`src/rtl/axis_stream_gen.sv`:
```
// AXI4-Stream packet traffic generator: emits pkt_num packets of pkt_len beats with a
// counting pattern, or a Galois LFSR pattern when AXIS_STREAM_GEN_LFSR_EN is defined.
module axis_stream_gen #(
  parameter int DATA_WIDTH = 32,
  parameter int LEN_WIDTH  = 16
) (
  input  logic                  axis_clk,
  input  logic                  axis_rst,
  input  logic                  start,
  input  logic [LEN_WIDTH-1:0]  pkt_len,
  input  logic [LEN_WIDTH-1:0]  pkt_num,
  input  logic [DATA_WIDTH-1:0] seed,
  output logic                  busy,
  output logic                  done,
  output logic [31:0]           sent_cnt,
  output logic                  m_axis_tvalid,
  input  logic                  m_axis_tready,
  output logic [DATA_WIDTH-1:0] m_axis_tdata,
  output logic                  m_axis_tlast
);

  typedef enum logic [1:0] {ST_IDLE, ST_SEND, ST_DONE} state_t;

  localparam logic [LEN_WIDTH-1:0] LEN_ONE = LEN_WIDTH'(1);

  state_t               state, state_nxt;
  logic [LEN_WIDTH-1:0] len_q, num_q, beat_cnt, pkt_cnt;
  logic [LEN_WIDTH-1:0] beat_nxt, len_m1, num_m1;
  logic                 launch, accept, beat_last, pkt_last;

  function automatic logic [DATA_WIDTH-1:0] pattern_init(input logic [DATA_WIDTH-1:0] s);
`ifdef AXIS_STREAM_GEN_LFSR_EN
    // An all-zero LFSR state would lock up, so substitute 1.
    pattern_init = (s == '0) ? DATA_WIDTH'(1) : s;
`else
    pattern_init = s;
`endif
  endfunction

  function automatic logic [DATA_WIDTH-1:0] pattern_step(input logic [DATA_WIDTH-1:0] d);
`ifdef AXIS_STREAM_GEN_LFSR_EN
    pattern_step = d[0] ? ((d >> 1) ^ DATA_WIDTH'(32'h8020_0003)) : (d >> 1);
`else
    pattern_step = d + DATA_WIDTH'(1);
`endif
  endfunction

  assign launch    = start && (pkt_len != '0) && (pkt_num != '0);
  assign accept    = m_axis_tvalid && m_axis_tready;
  assign beat_nxt  = beat_cnt + LEN_ONE;
  assign len_m1    = len_q - LEN_ONE;
  assign num_m1    = num_q - LEN_ONE;
  assign beat_last = (beat_cnt == len_m1);
  assign pkt_last  = (pkt_cnt == num_m1);

  always_ff @(posedge axis_clk or posedge axis_rst) begin
    if (axis_rst) state <= ST_IDLE;
    else          state <= state_nxt;
  end

  always_comb begin
    state_nxt = state;
    case (state)
      ST_IDLE: if (start) state_nxt = launch ? ST_SEND : ST_DONE;
      ST_SEND: if (accept && beat_last && pkt_last) state_nxt = ST_DONE;
      ST_DONE: state_nxt = ST_IDLE;
      default: state_nxt = ST_IDLE;
    endcase
  end

  // All stream outputs are registered so nothing depends combinationally on tready.
  always_ff @(posedge axis_clk or posedge axis_rst) begin
    if (axis_rst) begin
      m_axis_tvalid <= 1'b0;
      m_axis_tlast  <= 1'b0;
      m_axis_tdata  <= '0;
      busy          <= 1'b0;
      done          <= 1'b0;
      sent_cnt      <= '0;
      len_q         <= '0;
      num_q         <= '0;
      beat_cnt      <= '0;
      pkt_cnt       <= '0;
    end else begin
      done <= 1'b0;
      case (state)
        ST_IDLE: begin
          if (start) begin
            len_q    <= pkt_len;
            num_q    <= pkt_num;
            sent_cnt <= '0;
            beat_cnt <= '0;
            pkt_cnt  <= '0;
            if (launch) begin
              m_axis_tvalid <= 1'b1;
              m_axis_tdata  <= pattern_init(seed);
              m_axis_tlast  <= (pkt_len == LEN_ONE);
              busy          <= 1'b1;
            end else begin
              done <= 1'b1;
            end
          end
        end
        ST_SEND: begin
          if (accept) begin
            m_axis_tdata <= pattern_step(m_axis_tdata);
            sent_cnt     <= sent_cnt + 32'd1;
            if (beat_last) begin
              beat_cnt <= '0;
              pkt_cnt  <= pkt_cnt + LEN_ONE;
              if (pkt_last) begin
                m_axis_tvalid <= 1'b0;
                m_axis_tlast  <= 1'b0;
                busy          <= 1'b0;
                done          <= 1'b1;
              end else begin
                m_axis_tlast <= (len_q == LEN_ONE);
              end
            end else begin
              beat_cnt     <= beat_nxt;
              m_axis_tlast <= (beat_nxt == len_m1);
            end
          end
        end
        default: ;
      endcase
    end
  end

endmodule

```
`config.mk`:
```
export PLATFORM = sky130hd
export DESIGN_NAME = axis_stream_gen
export DESIGN_NICKNAME = d
export VERILOG_FILES = /design/src/rtl/axis_stream_gen.sv
export SDC_FILE = /design/constraint.sdc
export NUM_CORES = 1
export LEC_CHECK = 0
export CORE_MARGIN = 10
export CORE_UTILIZATION = 35
export DETAILED_ROUTE_END_ITERATION = 6
export SKIP_CTS_REPAIR_TIMING = 1
export SYNTH_ARGS = -nofsm -noshare
export SYNTH_HDL_FRONTEND = slang
export SYNTH_SLANG_ARGS = --single-unit
```
`constraint.sdc`:
```
create_clock -name axis_clk -period 6.2 [get_ports axis_clk]
set_clock_uncertainty 0.1 [all_clocks]
set_input_delay 1.55 -clock axis_clk [delete_from_list [all_inputs] [get_ports axis_clk]]
set_output_delay 1.55 -clock axis_clk [all_outputs]
set_load 0.02 [all_outputs]
```
# Word-level counts from Yosys, hierarchy flattened
# Cells that the tools add are included.
[totals]
regBits = 133
output_inout_bits = 68
word_cells = 79
[classes]
addsub = 6
eq_ne = 12
n_mux = 36
reduce_logical = 15
[op_table]
columns = ["operator", "count"]
rows = [
  ["2-to-1 mux 32 bit", 5],
  ["case mux 32 bit (2 select lines)", 2],
  ["2-to-1 mux 16 bit", 5],
  ["adder 32 x 1 -> 32 bit (second input constant)", 2],
  ["case mux 16 bit (2 select lines)", 2],
  ["equality test 16 bit", 3],
  ["adder 16 x 1 -> 16 bit (second input constant)", 2],
  ["equality test 16 x 1 -> 1 bit (second input constant)", 2],
  ["nonzero test 16 bit", 2],
  ["subtractor 16 x 1 -> 16 bit (second input constant)", 2],
  ["2-to-1 mux 1 bit", 15],
  ["!= test 2 bit (second input constant)", 6],
  ["AND reduction 4 bit", 2],
  ["2-to-1 mux 2 bit", 3],
  ["case mux 1 bit (2 select lines)", 3],
  ["AND reduction 6 bit", 1],
  ["logical AND 1 bit", 5],
  ["case mux 2 bit (2 select lines)", 1],
  ["AND reduction 2 bit", 2],
  ["AND reduction 3 bit", 1],
  ["equality test 2 x 1 -> 1 bit (second input constant)", 1],
  ["logical NOT 2 bit", 1],
  ["nonzero test 2 bit", 1],
]

# Logic depth before layout (Yosys ltp)
# Gate-level depths: netlist of run 1.
[depth]
word_depth = 6
ltp_mapped = 11

# Least setup slack after synthesis of run 1
# No wires, ideal clock.
[synth_path]
path_kind = "input to register"
start = "in m_axis_tready"
end = "reg sent_cnt[31]"
arrival_ns = 3.455
required_ns = 6.022
path_slack_ns = 2.566
cell_stages = 8
path_buffers = 1
path_cell_list = "nand3_1 -> a2111o_1 -> or2_2 -> clkbuf_1 -> nor3_2 -> nand3_1 -> or3_1 -> a21oi_1"
[synth_between]
elab_chain_cells = 3
[synth_rtl]
columns = ["element", "line_no", "text"]
rows = [
  ["start: declaration", "17", "input logic m_axis_tready,"],
  ["logical AND 1 bit", "49", "assign accept = m_axis_tvalid && m_axis_tready;"],
  ["!= test 2 bit (no source line)", "-", ""],
  ["AND reduction 3 bit (no source line)", "-", ""],
  ["end signal: assignment", "107", "sent_cnt <= sent_cnt + 32'd1;"],
  ["end: declaration", "15", "output logic [31:0] sent_cnt,"],
]
# Every way passes these cells.
# A chain may end at the register's enable or synchronous reset.

# Worst setup path after layout of run 1
[layout_path]
start = "reg len_q[1]"
end = "reg beat_cnt[10]"
[layout_between]
elab_chain_cells = 5
[layout_rtl]
columns = ["element", "line_no", "text"]
rows = [
  ["start: declaration", "27", "logic [LEN_WIDTH-1:0] len_q, num_q, beat_cnt, pkt_cnt;"],
  ["start signal: assignment", "89", "len_q <= pkt_len;"],
  ["subtractor 16 x 1 -> 16 bit", "51", "assign len_m1 = len_q - LEN_ONE;"],
  ["equality test 16 bit", "53", "assign beat_last = (beat_cnt == len_m1);"],
  ["2-to-1 mux 16 bit", "108", "if (beat_last) begin"],
  ["2-to-1 mux 16 bit", "105", "if (accept) begin"],
  ["case mux 16 bit (2 select lines)", "86", "case (state)"],
  ["end signal: assignment", "120", "beat_cnt <= beat_nxt;"],
  ["end: declaration", "27", ""],
]
# Every way passes these cells. The select of a mux whose other input is x is not followed.

==> summary.txt, run 1 <==
Run status
  – Outcome: finished, final reports clean

Global route
  – Global-route wire length before repair: ~40 mm
  – All-layer global routing usage: 0.160
  – Number of antenna violations at the first check in global routing: 0
  – Met1 capacity usage during global routing: 0.212
  – Met2 track utilization from global routing: 0.249
  – Grt peak-use layer: met2
  – Met3 Track Usage GR: 0.0479
  – Vias in the first global route: roughly 7,700
  – Global-route congestion overflow total: 0
  – Largest net degree at the start of global routing: 98

STA
  – Pin slew with the least headroom to its limit: about 1.0 ns
  – Relative max-transition margin: 0.302
  – Maximum clock rate: around 0.25 GHz
  – Part of the cycle the worst path needs: 0.644
  – Number of slew-limit violations in the final report: 0
  – Setup TNS Final: 0 ns
  – Number of endpoints failing setup at the final stage: 0
  – Number of hold-slack violations in the final timing report: 0
  – RSZ-0062 raised after global routing: false
  – Min cycle time layout: about 4.0 ns

Power and ir drop
  – Switching part of the total: 0.359
  – Proportion of power drawn by combinational gates: 0.316
  – Total internal power: between 2 and 2.5 mW
  – Maximum vdd drop: between 0.15 and 0.2 mV
  – Total power per unit cell area: ~320 nW/um^2
  – Switching power: roughly 1.2 mW
  – Static Leak: 4.25 nW
  – Part of the power in registers: 0.371
  – Part of the total power dissipated in the clock network: 0.313

Synthesis
  – Post-Synthesis Cells: 1,013
  – Synth Warn #: 0
  – Library cell with the largest summed area after synthesis: dfrtp_1
  – Mapped Nets: between 1,000 and 1,500
  – Register bit total from synthesis: approximately 130
  – Avg Inst Size Synth: 8.28 sq um
  – Number of unique standard cell types used by synthesis: 76
  – Yosys top cell area share: 0.397
  – Cell types occupying the most area after synthesis: dfrtp_1 40%, nand2_1 6.5%, xnor2_1 4.9%, a21oi_1 4.0%, nor2_1 3.8%
  – Post-synthesis instance area: 8390 sq um
  – Post-synthesis sequential area ratio: 0.397
  – EDFF count, synth: 0
  – Async set or reset register ratio after synthesis: 1.00
  – Dominant synthesized flop cell: dfrtp_1

Worst setup path
  – Maximum fanout count along the critical path: 21
  – RR Endpoint: beat_cnt[10]$_DFFE_PP0P_
  – Type of origin of the critical path: register
  – Data required time of the worst path: around 6.4 ns
  – Worst Reg2Reg Path Length in Cells: 9
  – Worst R2R Start: len_q[1]$_DFFE_PP0P_
  – Critical setup path kind: register to register
  – Worst-case register-to-register setup slack: 2.21 ns
  – Critical path data arrival time: 4.17 ns
  – Kind of end point of the critical path: register

Place
  – HPWL Detailed: ~18 mm
  – Buffers added on ports: roughly 140
  – Post-detailed-placement cell area: about 10000 sq um
  – Final weighted congestion in routability-driven placement: approximately 0.86

Run
  – Max-capacitance violation count: 0

Route
  – Violation count after the first detailed-routing iteration: 520
  – Antenna viol nets, final: 0
  – Remaining routing DRC violations: 0
  – DR vias: ~7,800
  – Via density: roughly 5.4
  – Per-cell routed wire length: roughly 17 microns
  – Final WL: ~25 mm
  – Initial DRT Pass Iterations: 7

Clocking
  – Clock Path Buffers: 2
  – Cts bufs inserted: 17
  – Insertion delay to the later sink of the worst-skew pair: ~0.43 ns
  – Library cell used as clock root buffer: clkbuf_16
  – Worst-path clk slew: around 0.060 ns
  – CTS tree: built
  – Sink count of the clock tree: 133
  – Number of levels the H-tree was split into: 4

Hold path
  – Hold Crit Endpoint: num_q[15]$_DFFE_PP0P_
  – Start point of the worst min-delay path: num_q[15]$_DFFE_PP0P_
  – Min-delay worst type: register to register
  – Cell count of the worst hold path: 2

Floorplanning
  – Die height: ~170 microns
  – Area of the die: between 30,000 and 40,000 sq um
  – Core area: around 24,000 sq um
  – Starting density of the core: 0.356
  – I/O pin count: around 140
  – DIE WIDTH: 175 microns
  – Count of standard-cell rows: between 50 and 60

Final layout
  – Synthesis-to-layout area growth: 26.4%
  – Diode count: 0
  – Fraction of layout instances using a drive strength above 1: 0.0603
  – Final design area excluding fillers: 10,600 sq um
  – NumNets Final: roughly 1,200
## synthesized netlist by cell type (8+ instances only)
library cell  number
nand4_1           23
nor2_1            84
a21oi_1           67
o22ai_1           14
o21ai_0           57
a31oi_1           24
nor3_1            23
nand3_1           54
xor2_1            32
nor4_1            21
or3_1             24
or4_1              9
and3_1            16
nand2_1          146
or2_2              8
xnor2_1           47
inv_1             26
nand2b_1          12
clkbuf_1          54
dfrtp_1          133
## area by class of cell
type	count	area [sq um]
clock buffer	20	447
inverter	26	103
tap	319	399
fill	2324	12900
timing repair buffer	146	1430
multi-input combinational	790	4720
sequential	133	3330
clock inverter	12	171
## how the worst max path moves through the flow
stage | to | depth (start not counted) | startpoint
6_report | beat_cnt[10]$_DFFE_PP0P_ | 9 | len_q[1]$_DFFE_PP0P_
5_1_grt | beat_cnt[10]$_DFFE_PP0P_ | 9 | len_q[0]$_DFFE_PP0P_
4_1_cts | beat_cnt[10]$_DFFE_PP0P_ | 9 | len_q[0]$_DFFE_PP0P_
3_5_place_dp | sent_cnt[29]$_DFFE_PP0P_ | 8 | start
3_3_place_gp | sent_cnt[31]$_DFFE_PP0P_ | 8 | start
2_1_floorplan | beat_cnt[0]$_DFFE_PP0P_ | 1 | axis_rst
## state kept, by name, indices dropped and copies added, names as in the netlist, 2 cells and up
| register | count |
|---|---|
| state | 2 |
| beat_cnt | 16 |
| len_q | 16 |
| pkt_cnt | 16 |
| sent_cnt | 32 |
| num_q | 16 |
| m_axis_tdata | 32 |
## worst max-delay path, cell delays in order, from the launching register on
cell and delay, ns:
dfrtp_1 0.44, inv_1 0.14, ha_1 0.25, nor4b_1 0.56
nand3_1 0.31, a221oi_2 0.30, nor4b_4 0.26, nand4_1 0.83
nand2_1 0.50, o22ai_1 0.15
## placed cells by master (no fill, tap or decap), types with 24 or more instances in the layout
cell type,instances
a21oi_1,67
a31oi_1,24
clkdlybuf4s50_1,135
dfrtp_1,133
inv_1,25
nand2_1,146
nand3_1,54
nor2_1,81
o21ai_0,57
or3_1,24
xnor2_1,47
xor2_1,32
## kinds of logic (layout without fill, tap and decap cells)
logic type                 Yosys count  after routing  share of synthesized area
DFF                                133            133                      0.397
and+or+nand+nor                    461            461                      0.277
adders and majority gates            7              7                     0.0104
AOI/OAI and AO/OA                  232            232                      0.171
xor gates and xnor gates            83             83                     0.0932
buffers and inverters               90            204                     0.0432
muxes                                7              7                    0.00850
## power groups by stage
| stage | clock, mW | sequential [mW] | combinational [mW] |
|---|---|---|---|
| after CTS | 1.09 | 1.26 | 1.09 |
| final | 1.07 | 1.27 | 1.08 |
| after detailed placement | 0 | 1.27 | 1.08 |
| after floorplan | 0 | 1.27 | 0.662 |
| after global routing | 1.13 | 1.30 | 1.19 |
| after global placement | 0 | 1.28 | 1.07 |
## layer usage
layer | vias to the layer above | share of wire | routed length, microns
met5 | - | 0 | 0
met4 | 0 | 0.013 | 334
met3 | 23 | 0.062 | 1540
met2 | 196 | 0.46 | 11300
met1 | 3765 | 0.47 | 11600
li1 | 3834 | - | -
## through the flow
stage	worst slack [ns]	hold slack (ns)	power, mW	util	std cells
final	2.21	0.401	3.41	0.450	1446
after global routing	1.91	0.429	3.63	0.450	1446
after CTS	2.28	0.406	3.44	0.450	1446
after detailed placement	1.86	0.391	2.35	0.424	1414
after global placement	1.91	0.395	2.34	0.424	1414
after floorplan	0.996	0.367	1.94	-	1013
(Power assumes the default switching activity.)
==> run 2: changes to the inputs <==
==> constraint.sdc (replaced) <==
create_clock -name axis_clk -period 3.6 [get_ports axis_clk]
set_clock_uncertainty 0.1 [all_clocks]
set_input_delay 0.9 -clock axis_clk [delete_from_list [all_inputs] [get_ports axis_clk]]
set_output_delay 0.9 -clock axis_clk [all_outputs]
set_load 0.02 [all_outputs]
==> summary.txt, run 2 (synthesis results as in run 1) <==
STA
  – Pin slew with the least headroom to its limit: between 0.7 and 0.8 ns
  – RSZ-0062 raised after global routing: false
  – Part of the cycle the worst path needs: 0.935
  – Number of endpoints failing setup at the final stage: 0
  – Number of hold-slack violations in the final timing report: 0
  – Setup TNS Final: 0 ns
  – Min cycle time layout: around 3.4 ns
  – Maximum clock rate: a little under 0.3 GHz
  – Number of slew-limit violations in the final report: 0
  – Setup WS post-layout: between 0.2 and 0.25 ns
  – Relative max-transition margin: 0.505

Worst setup path
  – Worst-case register-to-register setup slack: roughly 0.23 ns
  – Data required time of the worst path: approximately 3.8 ns
  – Critical setup path kind: register to register
  – Worst R2R Start: num_q[3]$_DFFE_PP0P_
  – Stage delay of the slowest cell on the critical path: 0.65 ns
  – Type of origin of the critical path: register
  – Maximum fanout count along the critical path: 7
  – Critical path data arrival time: 3.52 ns
  – Cells traversed along the worst timing path: or4_1, or4_1, mux2i_1, mux2i_1, a21oi_1, nand3b_1, o31ai_1
  – Kind of end point of the critical path: register
  – Master of the slowest instance on the critical path: or4_1
  – RR Endpoint: done$_DFF_PP0_
  – Worst Reg2Reg Path Length in Cells: 7

Clocking
  – CTS tree: built
  – Sink count of the clock tree: between 100 and 150
  – Library cell used as clock root buffer: clkbuf_16
  – Cts bufs inserted: 17
  – Insertion delay to the later sink of the worst-skew pair: ~0.43 ns
  – Clock Path Buffers: 2
  – Number of levels the H-tree was split into: 4
  – Worst-path clk slew: about 0.070 ns

Hold path
  – Start point of the worst min-delay path: num_q[15]$_DFFE_PP0P_
  – Cell count of the worst hold path: 2
  – Min-delay worst type: register to register
  – Hold Crit Endpoint: num_q[15]$_DFFE_PP0P_

Route
  – Final WL: between 20 and 30 mm
  – Initial DRT Pass Iterations: 5
  – Antenna viol nets, final: 0
  – Via density: roughly 5.4
  – Violation count after the first detailed-routing iteration: 514
  – Per-cell routed wire length: 17.2 microns
  – Remaining routing DRC violations: 0
  – DR vias: approximately 8,000

Global route
  – All-layer global routing usage: 0.164
  – Vias in the first global route: between 7,000 and 8,000
  – Largest net degree at the start of global routing: 134
  – Number of antenna violations at the first check in global routing: 0
  – Global-route wire length before repair: slightly above 40 mm
  – Global-route congestion overflow total: 0

Final layout
  – Synthesis-to-layout area growth: 28.7%
  – Leading cell type in the layout, fill and taps excluded: nand2_1
  – Registers with the most flip-flops: m_axis_tdata x32, sent_cnt x32
  – Commonest cells after routing, fill and taps aside: 146 x nand2_1, 135 x clkdlybuf4s50_1, 133 x dfrtp_1
  – Diode count: 0
  – Final design area excluding fillers: ~11,000 sq um
  – Fraction of layout instances using a drive strength above 1: 0.0801
  – NumNets Final: 1,211
  – Fill count: ~2,300

Place
  – Final weighted congestion in routability-driven placement: between 0.8 and 0.9
  – Pre-CTS setup slack: 0.0149 ns
  – Post-detailed-placement cell area: 10,200 sq um
  – Buffers added on ports: between 100 and 150
  – HPWL Detailed: around 18 mm

Power and ir drop
  – Static Leak: about 4.4 nW
  – Part of the power in registers: 0.368
  – Proportion of power drawn by combinational gates: 0.325
  – Total internal power: approximately 3.7 mW
  – Switching part of the total: 0.367
  – Switching power: 2.16 mW
  – Maximum vdd drop: 0.277 mV
  – Part of the total power dissipated in the clock network: 0.306
  – Total power per unit cell area: 546 nW/um^2

Run status
  – Outcome: finished, final reports clean

Floorplanning
  – Die height: between 150 and 200 microns
  – I/O pin count: 136
  – Area of the die: between 30,000 and 40,000 sq um
  – Core area: roughly 24,000 sq um
  – Count of standard-cell rows: 56
  – Starting density of the core: 0.356
  – DIE WIDTH: ~170 microns

Run
  – Max-capacitance violation count: 0
-- run 2: cell types whose count changed in the layout (fill, tap and decap cells not counted), sizes merged --
cell,delta
buf,+22
clkbuf,-2
bufinv,-1
inv,+2
clkinv,+1
-- run 2: worst max path at each step --
| stage | startpoint | to | slack [ns] | cells past startpoint |
|---|---|---|---|---|
| CTS | num_q[3]$_DFFE_PP0P_ | done$_DFF_PP0_ | 0.29 | 7 |
| global route | len_q[0]$_DFFE_PP0P_ | pkt_cnt[7]$_DFFE_PP0P_ | 0.06 | 11 |
| floorplan | m_axis_tready | sent_cnt[31]$_DFFE_PP0P_ | 0.62 | 8 |
| detailed placement | start | sent_cnt[31]$_DFFE_PP0P_ | 0.01 | 8 |
| global placement | start | sent_cnt[31]$_DFFE_PP0P_ | 0.09 | 8 |
| finish | num_q[3]$_DFFE_PP0P_ | done$_DFF_PP0_ | 0.23 | 7 |
-- run 2: metal layers --
metal	vias up	routed length (microns)	global-route usage
met4	0	268	0.0364
met1	3829	11800	0.220
met5	-	0	0
met3	21	1700	0.0507
li1	3899	-	-
met2	209	11500	0.252
-- run 2: power groups by stage --
| stage | Combinational, mW | Sequential (mW) | Clock [mW] |
|---|---|---|---|
| after floorplan | 1.14 | 2.19 | 0 |
| after global placement | 1.89 | 2.19 | 0 |
| after detailed placement | 1.91 | 2.18 | 0 |
| after CTS | 1.92 | 2.16 | 1.84 |
| after global routing | 2.11 | 2.22 | 1.90 |
| final | 1.92 | 2.17 | 1.81 |
-- run 2: metrics by stage --
stage          hold slack [ns]  cells  utilization  total power [mW]
2_1_floorplan            0.367   1013            -              3.33
3_3_place_gp             0.400   1436        0.433              4.08
3_5_place_dp             0.394   1436        0.433              4.10
4_1_cts                  0.411   1468        0.458              5.93
5_1_grt                  0.454   1468        0.459              6.24
6_report                 0.408   1468        0.459              5.90
-- run 2: worst max-delay path: cells and delay by family, from the launching register on --
family,cells,cell delay (ns)
and+or+nand+nor,3,1.62
AOI/OAI and AO/OA,2,0.70
DFF,1,0.46
muxes,2,0.29
-- run 2: final cells by class --
type | instances | area, sq um | share of cell area
clock buffers | 18 | 439 | 0.0407
clock inverters | 14 | 163 | 0.0151
inverters | 26 | 101 | 0.00938
multi-input cells | 790 | 4730 | 0.438
flip-flops and latches | 133 | 3330 | 0.308
well taps | 319 | 399 | 0.0370
repair buffers | 168 | 1640 | 0.152
==> run 3: changes to the inputs <==
--- a/config.mk
+++ b/config.mk
@@ -8,7 +8,6 @@
 export CORE_MARGIN = 10
 export CORE_UTILIZATION = 35
 export DETAILED_ROUTE_END_ITERATION = 6
-export SKIP_CTS_REPAIR_TIMING = 1
 export SYNTH_ARGS = -nofsm -noshare
 export SYNTH_HDL_FRONTEND = slang
 export SYNTH_SLANG_ARGS = --single-unit
==> results of run 3 <==
The final DEF is identical to that of run 2; final timing and power are the same.
